File: src/rtl/convertidor_bcd_pkg.sv
// Shared definitions for the sequential binary-to-BCD converter.
//   estado_t     : controller states (REPOSO, DESPLAZAR, FIN)
//   ANCHO_DIGITO : width of one BCD digit
//   potencia10() : 10^n, used for elaboration-time sizing checks
package convertidor_bcd_pkg;

  localparam int ANCHO_DIGITO = 4;

  typedef enum logic [1:0] {
    REPOSO    = 2'd0,
    DESPLAZAR = 2'd1,
    FIN       = 2'd2
  } estado_t;

  function automatic logic [63:0] potencia10(input int n);
    logic [63:0] r;
    r = 64'd1;
    for (int i = 0; i < n; i++) begin
      r = r * 64'd10;
    end
    return r;
  endfunction

endpackage

File: src/rtl/convertidor_binario_bcd_secuencial_corrector.sv
// corrector_digito_bcd: combinational add-3 correction for one BCD digit.
// A digit of 5 or more is raised by 3 so that the following left shift
// carries correctly into the next decimal digit.
//   digito_i : current digit value (4 bits)
//   digito_o : corrected digit value (4 bits)
module corrector_digito_bcd
  import convertidor_bcd_pkg::*;
(
  input  logic [ANCHO_DIGITO-1:0] digito_i,
  output logic [ANCHO_DIGITO-1:0] digito_o
);

  assign digito_o = (digito_i >= ANCHO_DIGITO'(5)) ? digito_i + ANCHO_DIGITO'(3)
                                                   : digito_i;

endmodule

File: src/rtl/convertidor_binario_bcd_secuencial.sv
// Sequential binary-to-BCD converter (double dabble, one bit per clock).
//
// Ports:
//   clk            : clock, all state updates on the rising edge
//   rst            : synchronous reset, active high
//   inicio         : conversion request, only looked at in REPOSO
//   entradaBinario : value to convert, captured on the accepting edge
//   salidaBCD      : registered result, digit 0 (units) in bits [3:0]
//   listo          : one-cycle pulse when salidaBCD has a new value
//   ocupado        : high while a conversion is in flight
//   salidaSigno    : (CONVERTIDOR_SIGNO_EN only) 1 = input was negative
//
// Build option CONVERTIDOR_SIGNO_EN: input is two's complement, the magnitude
// is converted and the sign is reported on salidaSigno.
//
// state     | meaning
// ----------+---------------------------------------------------------
// REPOSO    | idle, waiting for inicio
// DESPLAZAR | one add-3 + shift step per cycle, ANCHO cycles in total
// FIN       | result just loaded, listo pulse
module convertidor_binario_bcd_secuencial
  import convertidor_bcd_pkg::*;
#(
  parameter int ANCHO   = 8,
  parameter int DIGITOS = 3
) (
  input  logic                            clk,
  input  logic                            rst,
  input  logic                            inicio,
  input  logic [ANCHO-1:0]                entradaBinario,
  output logic [ANCHO_DIGITO*DIGITOS-1:0] salidaBCD,
  output logic                            listo,
  output logic                            ocupado
`ifdef CONVERTIDOR_SIGNO_EN
  ,
  output logic                            salidaSigno
`endif
);

  localparam int ANCHO_BCD = ANCHO_DIGITO * DIGITOS;
  localparam int ANCHO_CNT = $clog2(ANCHO + 1);

  if (ANCHO < 4 || ANCHO > 32) begin : g_chk_ancho
    $error("ANCHO must be within 4..32");
  end

  if (potencia10(DIGITOS) <= ((64'd1 << ANCHO) - 64'd1)) begin : g_chk_digitos
    $error("DIGITOS too small to hold 2^ANCHO-1");
  end

  estado_t                estado_q, estado_d;
  logic [ANCHO_CNT-1:0]   contador_q, contador_d;
  logic [ANCHO-1:0]       binario_q, binario_d;
  logic [ANCHO_BCD-1:0]   digitos_q, digitos_d;
  logic [ANCHO_BCD-1:0]   salida_bcd_q, salida_bcd_d;

  logic                   acepta;
  logic                   ultimo;
  logic [ANCHO-1:0]       magnitud;
  logic [ANCHO_BCD-1:0]   digitos_corr;
  logic [ANCHO_BCD+ANCHO-1:0] combinado;

  assign acepta = (estado_q == REPOSO) && inicio;
  assign ultimo = (estado_q == DESPLAZAR) && (contador_q == ANCHO_CNT'(1));

`ifdef CONVERTIDOR_SIGNO_EN
  logic negativo;
  logic signo_q, signo_d;
  logic salida_signo_q, salida_signo_d;

  // Negating -2^(ANCHO-1) wraps back to itself, which read as unsigned is
  // exactly the required magnitude.
  assign negativo = entradaBinario[ANCHO-1];
  assign magnitud = negativo ? (ANCHO'(0) - entradaBinario) : entradaBinario;
`else
  assign magnitud = entradaBinario;
`endif

  for (genvar g = 0; g < DIGITOS; g++) begin : g_corr
    corrector_digito_bcd u_corr (
      .digito_i (digitos_q[g*ANCHO_DIGITO +: ANCHO_DIGITO]),
      .digito_o (digitos_corr[g*ANCHO_DIGITO +: ANCHO_DIGITO])
    );
  end

  // Corrected digits and remaining binary bits shift as one register; the
  // bit leaving the top is always zero when DIGITOS is sized correctly.
  assign combinado = {digitos_corr, binario_q} << 1;

  // State register
  always_ff @(posedge clk) begin
    if (rst) begin
      estado_q <= REPOSO;
    end else begin
      estado_q <= estado_d;
    end
  end

  // Next-state logic
  always_comb begin
    estado_d = estado_q;
    unique case (estado_q)
      REPOSO:    if (inicio) estado_d = DESPLAZAR;
      DESPLAZAR: if (contador_q == ANCHO_CNT'(1)) estado_d = FIN;
      FIN:       estado_d = REPOSO;
      default:   estado_d = REPOSO;
    endcase
  end

  // Output decode
  always_comb begin
    listo   = 1'b0;
    ocupado = 1'b0;
    unique case (estado_q)
      REPOSO:    ;
      DESPLAZAR: ocupado = 1'b1;
      FIN: begin
        listo   = 1'b1;
        ocupado = 1'b1;
      end
      default:   ;
    endcase
  end

  // Datapath next values
  always_comb begin
    contador_d   = contador_q;
    binario_d    = binario_q;
    digitos_d    = digitos_q;
    salida_bcd_d = salida_bcd_q;
`ifdef CONVERTIDOR_SIGNO_EN
    signo_d        = signo_q;
    salida_signo_d = salida_signo_q;
`endif
    if (acepta) begin
      binario_d  = magnitud;
      digitos_d  = '0;
      contador_d = ANCHO_CNT'(ANCHO);
`ifdef CONVERTIDOR_SIGNO_EN
      signo_d    = negativo;
`endif
    end else if (estado_q == DESPLAZAR) begin
      digitos_d  = combinado[ANCHO_BCD+ANCHO-1:ANCHO];
      binario_d  = combinado[ANCHO-1:0];
      contador_d = contador_q - ANCHO_CNT'(1);
      if (ultimo) begin
        salida_bcd_d = combinado[ANCHO_BCD+ANCHO-1:ANCHO];
`ifdef CONVERTIDOR_SIGNO_EN
        salida_signo_d = signo_q;
`endif
      end
    end
  end

  // Datapath registers
  always_ff @(posedge clk) begin
    if (rst) begin
      contador_q   <= '0;
      binario_q    <= '0;
      digitos_q    <= '0;
      salida_bcd_q <= '0;
`ifdef CONVERTIDOR_SIGNO_EN
      signo_q        <= 1'b0;
      salida_signo_q <= 1'b0;
`endif
    end else begin
      contador_q   <= contador_d;
      binario_q    <= binario_d;
      digitos_q    <= digitos_d;
      salida_bcd_q <= salida_bcd_d;
`ifdef CONVERTIDOR_SIGNO_EN
      signo_q        <= signo_d;
      salida_signo_q <= salida_signo_d;
`endif
    end
  end

  assign salidaBCD = salida_bcd_q;
`ifdef CONVERTIDOR_SIGNO_EN
  assign salidaSigno = salida_signo_q;
`endif

endmodule

File: config.mk
export PLATFORM = sky130hd
export DESIGN_NAME = convertidor_binario_bcd_secuencial
export DESIGN_NICKNAME = d
export VERILOG_FILES = /design/src/rtl/convertidor_bcd_pkg.sv /design/src/rtl/convertidor_binario_bcd_secuencial_corrector.sv /design/src/rtl/convertidor_binario_bcd_secuencial.sv
export SDC_FILE = /design/constraint.sdc
export NUM_CORES = 1
export LEC_CHECK = 0
export ABC_AREA = 0
export CORE_UTILIZATION = 45
export DETAILED_ROUTE_END_ITERATION = 16
export GPL_ROUTABILITY_DRIVEN = 0
export PLACE_DENSITY = 0.68
export SETUP_SLACK_MARGIN = 0.05
export SLEW_MARGIN = 15
export SYNTH_ARGS = -nofsm -noshare
export SYNTH_HDL_FRONTEND = slang
export SYNTH_SLANG_ARGS = --single-unit
File: constraint.sdc
create_clock -name clk -period 4.9 [get_ports clk]
set_clock_uncertainty 0.1 [all_clocks]
set_input_delay 0.735 -clock clk [delete_from_list [all_inputs] [get_ports clk]]
set_output_delay 0.735 -clock clk [all_outputs]
set_load 0.05 [all_outputs]
After elaboration in Yosys (flattened, before gate mapping):

Index checks and enable logic that the tools add are counted.

* $add $sub $neg: 4
* multiply operators: 0
* divide/modulo/power cells: 0
* order comparisons: 3
* equality and inequality tests: 5
* shifts and indexed selects: 0
* muxes and demuxes: 12
* bitwise logic cells: 1
* reductions and logical operators: 8

Operator list (count)
* 2-to-1 mux 4 bit: 4
* 2-to-1 mux 8 bit: 2
* >= comparator 4 x 3 -> 1 bit, second input constant: 3
* adder 4 x 2 -> 4 bit, second input constant: 2
* equality test 4 x 1 -> 1 bit, second input constant: 1
* 2-to-1 mux 2 bit: 2
* inequality test 2 bit, second input constant: 2
* case mux 2 bit (2 select lines): 1
* OR reduction 2 bit: 2
* subtractor 4 x 1 -> 4 bit, second input constant: 1
* adder 3 x 2 -> 3 bit, second input constant: 1
* 2-to-1 mux 3 bit: 1
* AND reduction 3 bit: 1
* equality test 2 x 1 -> 1 bit, second input constant: 1
* equality test 2 bit, second input constant: 1
* logical AND 1 bit: 2
* logical NOT 2 bit: 1
* 2-to-1 mux 1 bit: 2
* AND reduction 2 bit: 1
* nonzero test 2 bit: 1
* NOT 1 bit: 1

* bits in registers: 38
* bits in latches: 0
* RAM bits: 0
* ROM bits: 0
* output and inout port bits: 14
* logic and storage cells: 39
* memories: 0

Logic depth before layout (Yosys ltp):

Gate-level depths: netlist of run 1.

* depth in word-level cells: 4
* depth in mapped cells: 7

By module:

Synthesis of run 1 repeated with hierarchy kept, for this count alone.

* cell total of the unflattened synthesis: 213
* area total of the unflattened synthesis: 1963.1 um^2

By module, submodules not included
* convertidor_binario_bcd_secuencial: instances 1, cells an instance 165, area each 1659.1 um^2
* corrector_digito_bcd: instances 3, cells an instance 16, area each 101.3 um^2

Worst setup path before layout of run 1:

OpenSTA, ideal clock, no wires.

* path kind: input port to flip-flop
* from: input inicio
* to: register salida_bcd_q[11] (netlist: salidaBCD[11])
* setup time: 132 ps
* arrival: 1695 ps
* required time: 4668 ps
* path slack: 2974 ps
* cell stages on the path: 4
* buffers on the path: 1
* cell sequence: and2_1 nor4b_4 buf_2 a311oi_1

* cells in the longest elaborated chain, start to end: 3

Ends and longest elaborated chain
* start: declaration: line convertidor_binario_bcd_secuencial.sv:29 `input logic inicio,`
* logical AND 1 bit: line convertidor_binario_bcd_secuencial.sv:63 `assign acepta = (estado_q == REPOSO) && inicio;`
* NOT 1 bit (no line)
* AND reduction 3 bit (no line)
* end signal: assignment: line convertidor_binario_bcd_secuencial.sv:170 `salida_bcd_q <= salida_bcd_d;`
* end: declaration: line convertidor_binario_bcd_secuencial.sv:55 `logic [ANCHO_BCD-1:0] salida_bcd_q, salida_bcd_d;`

No other way between the ends.
A chain may end at the register's enable or synchronous reset.

Worst setup path in the final report of run 1:

* from: input inicio
* to: register salida_bcd_q[2] (netlist: salidaBCD[2])

Same word-level chain as after synthesis.

==> results of run 1 <==
## sequential cells by signal (all words and copies together), names as in the netlist
register	count
salidaBCD	12
digitos_q	12
estado_q	2
contador_q	4
binario_q	8
## kinds of logic (layout without fill, tap and decap cells)
group / after synthesis / after routing / share of synthesized area, %
simple gates: 68 / 68 / 19.7
xor+xnor: 6 / 6 / 2.94
fa+ha+maj: 12 / 12 / 8.40
mux: 13 / 13 / 7.49
buf+inv: 18 / 43 / 3.92
compound gates: 45 / 45 / 15.0
flops: 38 / 38 / 42.5
## stage by stage
stage | area [um^2] | hold slack, ns | worst slack (ns) | instances | utilization, %
after detailed placement | 2060 | 0.366 | 1.93 | 265 | 55.1
after CTS | 2150 | 0.376 | 2.22 | 273 | 57.6
final | 2150 | 0.374 | 2.22 | 273 | 57.6
after global routing | 2150 | 0.411 | 2.00 | 273 | 57.6
after global placement | 2060 | 0.362 | 2.03 | 265 | 55.1
after floorplan | 1790 | 0.345 | 2.97 | 200 | -
## per-layer routing
metal / GRT usage [%] / vias up
met5: 0 / -
li1: - / 739
met2: 32.4 / 28
met4: 8.15 / 0
met1: 22.1 / 684
met3: 4.75 / 2
## synth_stat cells
cell and number:
mux2i_1 10, dfxtp_1 38, xor2_1 1, a211oi_1 10
nor2_1 25, nor4b_4 1, nor3b_1 2, nor3_1 2
a311oi_1 3, ha_1 12, nand3_1 3, nor2b_1 1
nand3b_1 4, inv_1 10, a21oi_1 13, or3_1 3
buf_1 1, o22ai_1 6, xnor2_1 5, nand2b_1 12
o21ai_0 13, or3b_2 1, mux2_2 3, and2_1 1
clkbuf_1 5, nand2_1 13, buf_2 2
## worst max-delay path, delay by kind of cell
| kind | cells | cell delay (ns) |
|---|---|---|
| buf+inv | 1 | 0.44 |
| simple gates | 3 | 1.35 |
| compound gates | 1 | 0.26 |
## worst max path at each step
| stage | depth (start not counted) | endpoint | start | slack, ns |
|---|---|---|---|---|
| after detailed placement | 5 | salidaBCD[5] | inicio | 1.93 |
| final | 5 | salidaBCD[2] | inicio | 2.22 |
| after global placement | 5 | salidaBCD[10] | inicio | 2.03 |
| after global routing | 7 | salidaBCD[5] | estado_q[1] | 2.00 |
| after floorplan | 4 | salidaBCD[11] | inicio | 2.97 |
| after CTS | 5 | salidaBCD[2] | inicio | 2.22 |
## area by class of cell
class	instances	area, um^2
well taps	48	60.1
multi-input cells	144	957
fillers	369	1590
repair buffers	25	248
clock inverters	1	5.00
clock buffers	7	86.3
inverters	10	37.5
flip-flops and latches	38	761
## power by group through the flow
| stage | Combinational (mW) | Sequential (mW) | Clock, mW |
|---|---|---|---|
| 3_5_place_dp | 0.186 | 0.360 | 0 |
| 3_3_place_gp | 0.180 | 0.359 | 0 |
| 6_report | 0.188 | 0.353 | 0.219 |
| 4_1_cts | 0.188 | 0.353 | 0.223 |
| 5_1_grt | 0.209 | 0.357 | 0.239 |
| 2_1_floorplan | 0.143 | 0.361 | 0 |
==> impl_metrics.json, run 1 <==
{
  "htreeDepth": 2,
  "status": "finished, final reports clean",
  "share_clk_of_total_power_pct": 28.8,
  "r2r_setup_slk_ns": 2.24,
  "synth.distinct_cells": 27,
  "postCtsSetupRepairBufs": 0,
  "design.core.area_um2": 3740,
  "vdd.ir_drop.worst_mv": 0.215,
  "drtPass1Iterations": 4,
  "hold_start": "digitos_q[11]",
  "slew_violations": 0,
  "yosysSeqAreaShare_pct": 42.5,
  "critical_path.endpoint_type": "register",
  "cts.reportedPaths.clkPinSlew_ns": 0.07,
  "initial_utilization_pct": 47.8,
  "synth.area.top_cells": "dfxtp_1, ha_1, mux2i_1, nor2_1, a211oi_1",
  "slew-limit-headroom_pct": 38.6,
  "synth.largest_area_cell": "dfxtp_1",
  "critPathLaunchType": "input port",
  "rsz_0062_raised_after_global_routing": "no",
  "dieWidth_um": 65.0,
  "place.detailed.hpwl_um": 2430,
  "critical_path_required_ns": 5.00,
  "route.detailed.drc": 0,
  "dr.max_layer_used": "met4",
  "placement.io_buffers": 24,
  "r2r.worst_path.cells": 7,
  "gr-total-overflow": 0,
  "timing.setup.critical_path_class": "input port to register",
  "via_count": 1453,
  "post_synth_inst_count": 200,
  "power_report.internal_total_uw": 526,
  "leakage_nw": 0.744,
  "first_pass_grt_wire_length_um": 6110,
  "ordered_cell_list_for_the_critical_path": "clkdlybuf4s50_1 > and2_1 > nor4b_4 > nand2b_1 > o22ai_1",
  "hold_path_depth": 2,
  "period_share_pct": 54.6,
  "vias_per_cell": 5.32,
  "areaGrowthSynthToFinish_pct": 20.5,
  "rr_endpoint": "salidaBCD[2]",
  "most_common_library_cell_in_the_layout_ignoring_fill_and_taps": "dfxtp_1",
  "timing.final.crit_period_ns": 2.68,
  "antenna_violating_nets_post_route": 0,
  "m1WireLength_um": 1700,
  "wl_um": 3550,
  "netlist.area_leader.share_pct": 42.5,
  "syn_area_um2": 1790,
  "number_of_global_route_vias_before_repair": 1392,
  "number_of_antenna_violations_at_the_first_check_in_global_routing": 0,
  "hold_class": "register to register",
  "cp_max_fo": 18,
  "switchingPower_uw": 234,
  "power_switching_share_pct": 30.8,
  "cts_buffer_depth": 2,
  "cts_hold_buf": 0,
  "number_of_nets_produced_by_synthesis": 223,
  "routed-wl-met3_um": 139,
  "cts_made_buffers": 5,
  "cts_tree": "done",
  "p_total_uw": 760,
  "mostFrequentLayoutCells": "dfxtp_1, nor2_1, clkdlybuf4s50_1",
  "p_seq_share_pct": 46.5,
  "critPathArrivalTime_ns": 2.78,
  "die_area_um2": 4230,
  "postCtsResizedCells": 0,
  "finalSetupViolCount": 0,
  "routedWlPerCell_um": 13.0,
  "insertion_delay_ns": 0.28,
  "gr-usage-all-layers_pct": 18.9,
  "cpMaxStageDelayCell": "nor4b_4",
  "pwr-share-comb_pct": 24.8,
  "worstMarginPinSlew_ns": 0.917,
  "critical_path.max_stage_delay_ns": 0.82,
  "setup_tns_ns": 0,
  "final_count_of_hold_timing_violations": 0,
  "dieHeight_um": 65.0,
  "grt_max_degree": 34,
  "hold_end": "digitos_q[11]",
  "route.met2.wl_um": 1690,
  "layout-drive-gt1-share_pct": 5.78,
  "drv.max_cap_violation_count": 0,
  "floorplan.rows": 22,
  "yosys_register_bits": 38,
  "clkSinkCount": 38,
  "worst_r2r_startpoint": "estado_q[1]",
  "max_clock_freq_mhz": 373,
  "detailedRoute.firstIterationViolations": 72,
  "ctsRootBufferMaster": "clkbuf_8",
  "boundaryPins": 25,
  "post_synth.cell_area_avg_um2": 8.94,
  "synth_warnings": 0,
  "final_nets": 247,
  "num_antenna_cells": 0,
  "power-per-cell-area_nw_per_um2": 353
}
Note: power is estimated with default switching activity, not from simulation.
==> run 2: changes to the inputs <==
==> constraint.sdc (replaced) <==
create_clock -name clk -period 2.74 [get_ports clk]
set_clock_uncertainty 0.1 [all_clocks]
set_input_delay 0.411 -clock clk [delete_from_list [all_inputs] [get_ports clk]]
set_output_delay 0.411 -clock clk [all_outputs]
set_load 0.05 [all_outputs]
==> impl_metrics.json, run 2 (same netlist as run 1, synthesis figures left out) <==
{
  "place.detailed.hpwl_um": 2560,
  "floorplan.rows": 22,
  "dieHeight_um": 65.0,
  "drtPass1Iterations": 4,
  "gr-total-overflow": 0,
  "layout_setup_ws_ns": 0.397,
  "startpoint": "estado_q[1]",
  "most_common_library_cell_in_the_layout_ignoring_fill_and_taps": "dfxtp_1",
  "status": "finished, final reports clean",
  "num_antenna_cells": 0,
  "ctsRootBufferMaster": "clkbuf_8",
  "clkSinkCount": 38,
  "max_clock_freq_mhz": 427,
  "m1WireLength_um": 1680,
  "p_seq_share_pct": 45.7,
  "final_nets": 250,
  "critPathLaunchType": "register",
  "mostFrequentLayoutCells": "dfxtp_1, nor2_1, clkdlybuf4s50_1",
  "cp_max_fo": 3,
  "boundaryPins": 25,
  "slew_violations": 0,
  "filler_cell_count": 358,
  "vdd.ir_drop.worst_mv": 0.300,
  "pwr-share-comb_pct": 25.0,
  "routedWlPerCell_um": 13.1,
  "number_of_global_route_vias_before_repair": 1406,
  "power_switching_share_pct": 31.6,
  "rsz_0062_raised_after_global_routing": "no",
  "design.core.area_um2": 3740,
  "setup_tns_ns": 0,
  "timing.setup.critical_path_class": "register to primary output",
  "worst_r2r_startpoint": "estado_q[0]",
  "critPathArrivalTime_ns": 1.83,
  "leakage_nw": 0.758,
  "period_share_pct": 85.5,
  "route.detailed.drc": 0,
  "postCtsSetupRepairBufs": 0,
  "timing.final.crit_period_ns": 2.34,
  "hold_class": "register to register",
  "initial_utilization_pct": 47.8,
  "cts_buffer_depth": 2,
  "finalSetupViolCount": 0,
  "htreeDepth": 2,
  "areaGrowthSynthToFinish_pct": 22.0,
  "die_area_um2": 4230,
  "layout-drive-gt1-share_pct": 7.46,
  "cts_made_buffers": 5,
  "grt_max_degree": 33,
  "power-per-cell-area_nw_per_um2": 634,
  "critical_path.endpoint_type": "primary output",
  "worstMarginPinSlew_ns": 0.501,
  "gr-usage-all-layers_pct": 19.7,
  "slew-limit-headroom_pct": 66.5,
  "detailedRoute.firstIterationViolations": 63,
  "switchingPower_uw": 437,
  "insertion_delay_ns": 0.30,
  "route.met2.wl_um": 1710,
  "postCtsResizedCells": 0,
  "cts_hold_buf": 0,
  "dr.max_layer_used": "met4",
  "dieWidth_um": 65.0,
  "routed-wl-met3_um": 151,
  "wl_um": 3620,
  "drv.max_cap_violation_count": 0,
  "hold_start": "salidaBCD[6]",
  "cts_tree": "done",
  "placement.io_buffers": 24,
  "dp_slack_ns": 0.508,
  "critical_path_required_ns": 2.23,
  "vias_per_cell": 5.25,
  "cts.reportedPaths.clkPinSlew_ns": 0.08,
  "share_clk_of_total_power_pct": 29.4,
  "power_report.internal_total_uw": 945,
  "first_pass_grt_wire_length_um": 6280,
  "final_count_of_hold_timing_violations": 0,
  "number_of_antenna_violations_at_the_first_check_in_global_routing": 0,
  "hold_ws_ns": 0.388,
  "antenna_violating_nets_post_route": 0,
  "via_count": 1448
}
## run 2: changes by cell type in the layout (fill, tap and decap cells not counted)
cell / change
buf_4: +3
clkinvlp_4: +1
clkbuf_1: -1
## run 2: cell type report
| type | instances | area (um^2) | area share, % |
|---|---|---|---|
| clock buffers | 6 | 82.6 | 3.79 |
| clock inverters | 2 | 12.5 | 0.574 |
| inverters | 10 | 37.5 | 1.72 |
| multi-input cells | 144 | 957 | 43.9 |
| flip-flops and latches | 38 | 761 | 34.9 |
| well taps | 48 | 60.1 | 2.75 |
| repair buffers | 28 | 270 | 12.4 |
## run 2: power groups by stage
stage	sequential [mW]	clock (mW)	combinational (mW)
global placement	0.642	0	0.330
global route	0.639	0.444	0.384
finish	0.631	0.406	0.345
CTS	0.632	0.416	0.347
floorplan	0.645	0	0.256
detailed placement	0.644	0	0.344
## run 2: through the flow
stage / cell area (um^2) / power, mW / instances / utilization, %
after floorplan: 1790 / 0.901 / 200 / -
after global placement: 2090 / 0.971 / 268 / 55.7
after detailed placement: 2090 / 0.988 / 268 / 55.7
after CTS: 2180 / 1.40 / 276 / 58.3
after global routing: 2180 / 1.47 / 276 / 58.3
final: 2180 / 1.38 / 276 / 58.3
## run 2: critical path, cell delays in order, from the launching register on
cell and delay [ns]:
dfxtp_1 0.36, inv_1 0.09, ha_1 0.29, clkdlybuf4s50_1 0.80
## run 2: worst paths after layout
check	end	depth (start not counted)	slack, ns
max	ocupado	3	0.40
min	salidaBCD[6]	2	0.39
max reg2reg	salidaBCD[3]	7	0.75
min reg2reg	salidaBCD[6]	2	0.39
## run 2: layer usage
layer	up-vias	global-route usage, %
li1	748	-
met1	656	23.5
met2	37	32.3
met3	7	4.75
met4	0	10.9
met5	-	0
==> run 3: changes to the inputs <==
--- a/config.mk
+++ b/config.mk
@@ -6,9 +6,10 @@
 export NUM_CORES = 1
 export LEC_CHECK = 0
 export ABC_AREA = 0
+export CORE_MARGIN = 2
 export CORE_UTILIZATION = 45
+export CTS_BUF_LIST = sky130_fd_sc_hd__clkbuf_4 sky130_fd_sc_hd__clkbuf_8 sky130_fd_sc_hd__clkbuf_16
 export DETAILED_ROUTE_END_ITERATION = 16
-export GPL_ROUTABILITY_DRIVEN = 0
 export PLACE_DENSITY = 0.68
 export SETUP_SLACK_MARGIN = 0.05
 export SLEW_MARGIN = 15
==> impl_metrics.json, run 3 (same netlist as run 1, synthesis figures left out) <==
{
  "via_count": 1468,
  "placement.io_buffers": 24,
  "initial_utilization_pct": 47.8,
  "final_nets": 250,
  "rr_endpoint": "salidaBCD[11]",
  "postCtsResizedCells": 0,
  "setup_tns_ns": 0,
  "timing.final.crit_period_ns": 2.34,
  "layout_setup_ws_ns": 0.402,
  "detailedRoute.firstIterationViolations": 50,
  "route.detailed.drc": 0,
  "grt_max_degree": 33,
  "startpoint": "estado_q[0]",
  "cts_tree": "done",
  "dieHeight_um": 67.0,
  "max_clock_freq_mhz": 428,
  "layout-drive-gt1-share_pct": 7.46,
  "critPathArrivalTime_ns": 1.83,
  "critPathLaunchType": "register",
  "critical_path.max_stage_delay_ns": 0.79,
  "number_of_global_route_vias_before_repair": 1390,
  "design.core.area_um2": 3740,
  "hold_start": "digitos_q[11]",
  "gr-total-overflow": 0,
  "period_share_pct": 85.3,
  "post-route-util_pct": 58.8,
  "cp_max_fo": 3,
  "most_common_library_cell_in_the_layout_ignoring_fill_and_taps": "dfxtp_1",
  "boundaryPins": 25,
  "gp_routability_congestion": 0.820,
  "gr-usage-all-layers_pct": 18.2,
  "drv.max_cap_violation_count": 0,
  "cts_made_buffers": 5,
  "leakage_nw": 0.762,
  "number_of_antenna_violations_at_the_first_check_in_global_routing": 0,
  "areaGrowthSynthToFinish_pct": 23.0,
  "vdd.ir_drop.worst_mv": 0.395,
  "final_count_of_hold_timing_violations": 0,
  "hold_path_depth": 2,
  "drtPass1Iterations": 4,
  "critical_path_required_ns": 2.23,
  "num_antenna_cells": 0,
  "cts.reportedPaths.clkPinSlew_ns": 0.07,
  "worst_r2r_startpoint": "estado_q[0]",
  "place.detailed.hpwl_um": 2560,
  "routedWlPerCell_um": 13.0,
  "timing.setup.critical_path_class": "register to primary output",
  "bufs_and_invs_on_worst_path": 2,
  "layout.cell_area.non_filler_um2": 2200,
  "cts_buffer_depth": 2,
  "critical_path.endpoint_type": "primary output",
  "r2r_setup_slk_ns": 0.76,
  "clkSinkCount": 38,
  "hold_class": "register to register",
  "slew-limit-headroom_pct": 65.6,
  "vias_per_cell": 5.32,
  "wl_um": 3590,
  "antenna_violating_nets_post_route": 0,
  "critPathTopFamily": "buffers and inverters",
  "postCtsSetupRepairBufs": 0,
  "htreeDepth": 2,
  "die_area_um2": 4490,
  "dieWidth_um": 67.0,
  "insertion_delay_ns": 0.30,
  "cpMaxStageDelayCell": "clkdlybuf4s50_1",
  "power-per-cell-area_nw_per_um2": 660,
  "r2r.worst_path.cells": 7,
  "hold_end": "digitos_q[11]",
  "ordered_cell_list_for_the_critical_path": "inv_1 > ha_1 > clkdlybuf4s50_1",
  "status": "finished, final reports clean",
  "mostFrequentLayoutCells": "dfxtp_1, nor2_1, clkdlybuf4s50_1",
  "slew_violations": 0,
  "floorplan.rows": 22,
  "finalSetupViolCount": 0,
  "postPlaceCellArea_um2": 2090,
  "worstMarginPinSlew_ns": 0.515,
  "first_pass_grt_wire_length_um": 6090,
  "cts_hold_buf": 0,
  "ctsRootBufferMaster": "clkbuf_8",
  "rsz_0062_raised_after_global_routing": "no",
  "dp_slack_ns": 0.584
}
==> run 3: stage by stage <==
step	hold WS [ns]	power, mW	cells
after global placement	0.361	0.973	268
after global routing	0.399	1.53	276
after CTS	0.378	1.46	276
after detailed placement	0.367	0.985	268
after floorplan	0.345	0.901	200
final	0.378	1.45	276
==> run 3: cell type report <==
type,instances,area (um^2)
fill,357,1540
multi-input combinational,144,957
sequential,38,761
timing repair buffer,28,270
clock buffer,5,68.8
tap,48,60.1
clock inverter,3,45.0
inverter,10,37.5
==> run 3: worst max-delay path by stage <==
stage	endpoint	slack, ns	cells past startpoint
after floorplan	salidaBCD[11]	0.95	6
after global placement	salidaBCD[7]	0.63	6
after detailed placement	salidaBCD[11]	0.58	6
after CTS	ocupado	0.39	3
after global routing	ocupado	0.34	3
final	ocupado	0.40	3
==> run 3: routing by layer <==
metal,vias to the layer above,part of all wire (%),GRT usage (%)
li1,746,-,-
met1,682,46,21.0
met2,33,47,31.3
met3,7,4.8,4.05
met4,0,2.2,9.18
met5,-,0,0
==> run 3: worst min-delay path: stages, from the launching register on <==
cell and delay, ns:
dfxtp_1 0.32, nand2_1 0.06, a21oi_1 0.05
==> run 3: power breakdown <==
part / internal, mW / leakage, nW / switching (mW)
combinational: 0.145 / 0.402 / 0.197
clock: 0.271 / 0.0504 / 0.207
sequential: 0.597 / 0.309 / 0.0341
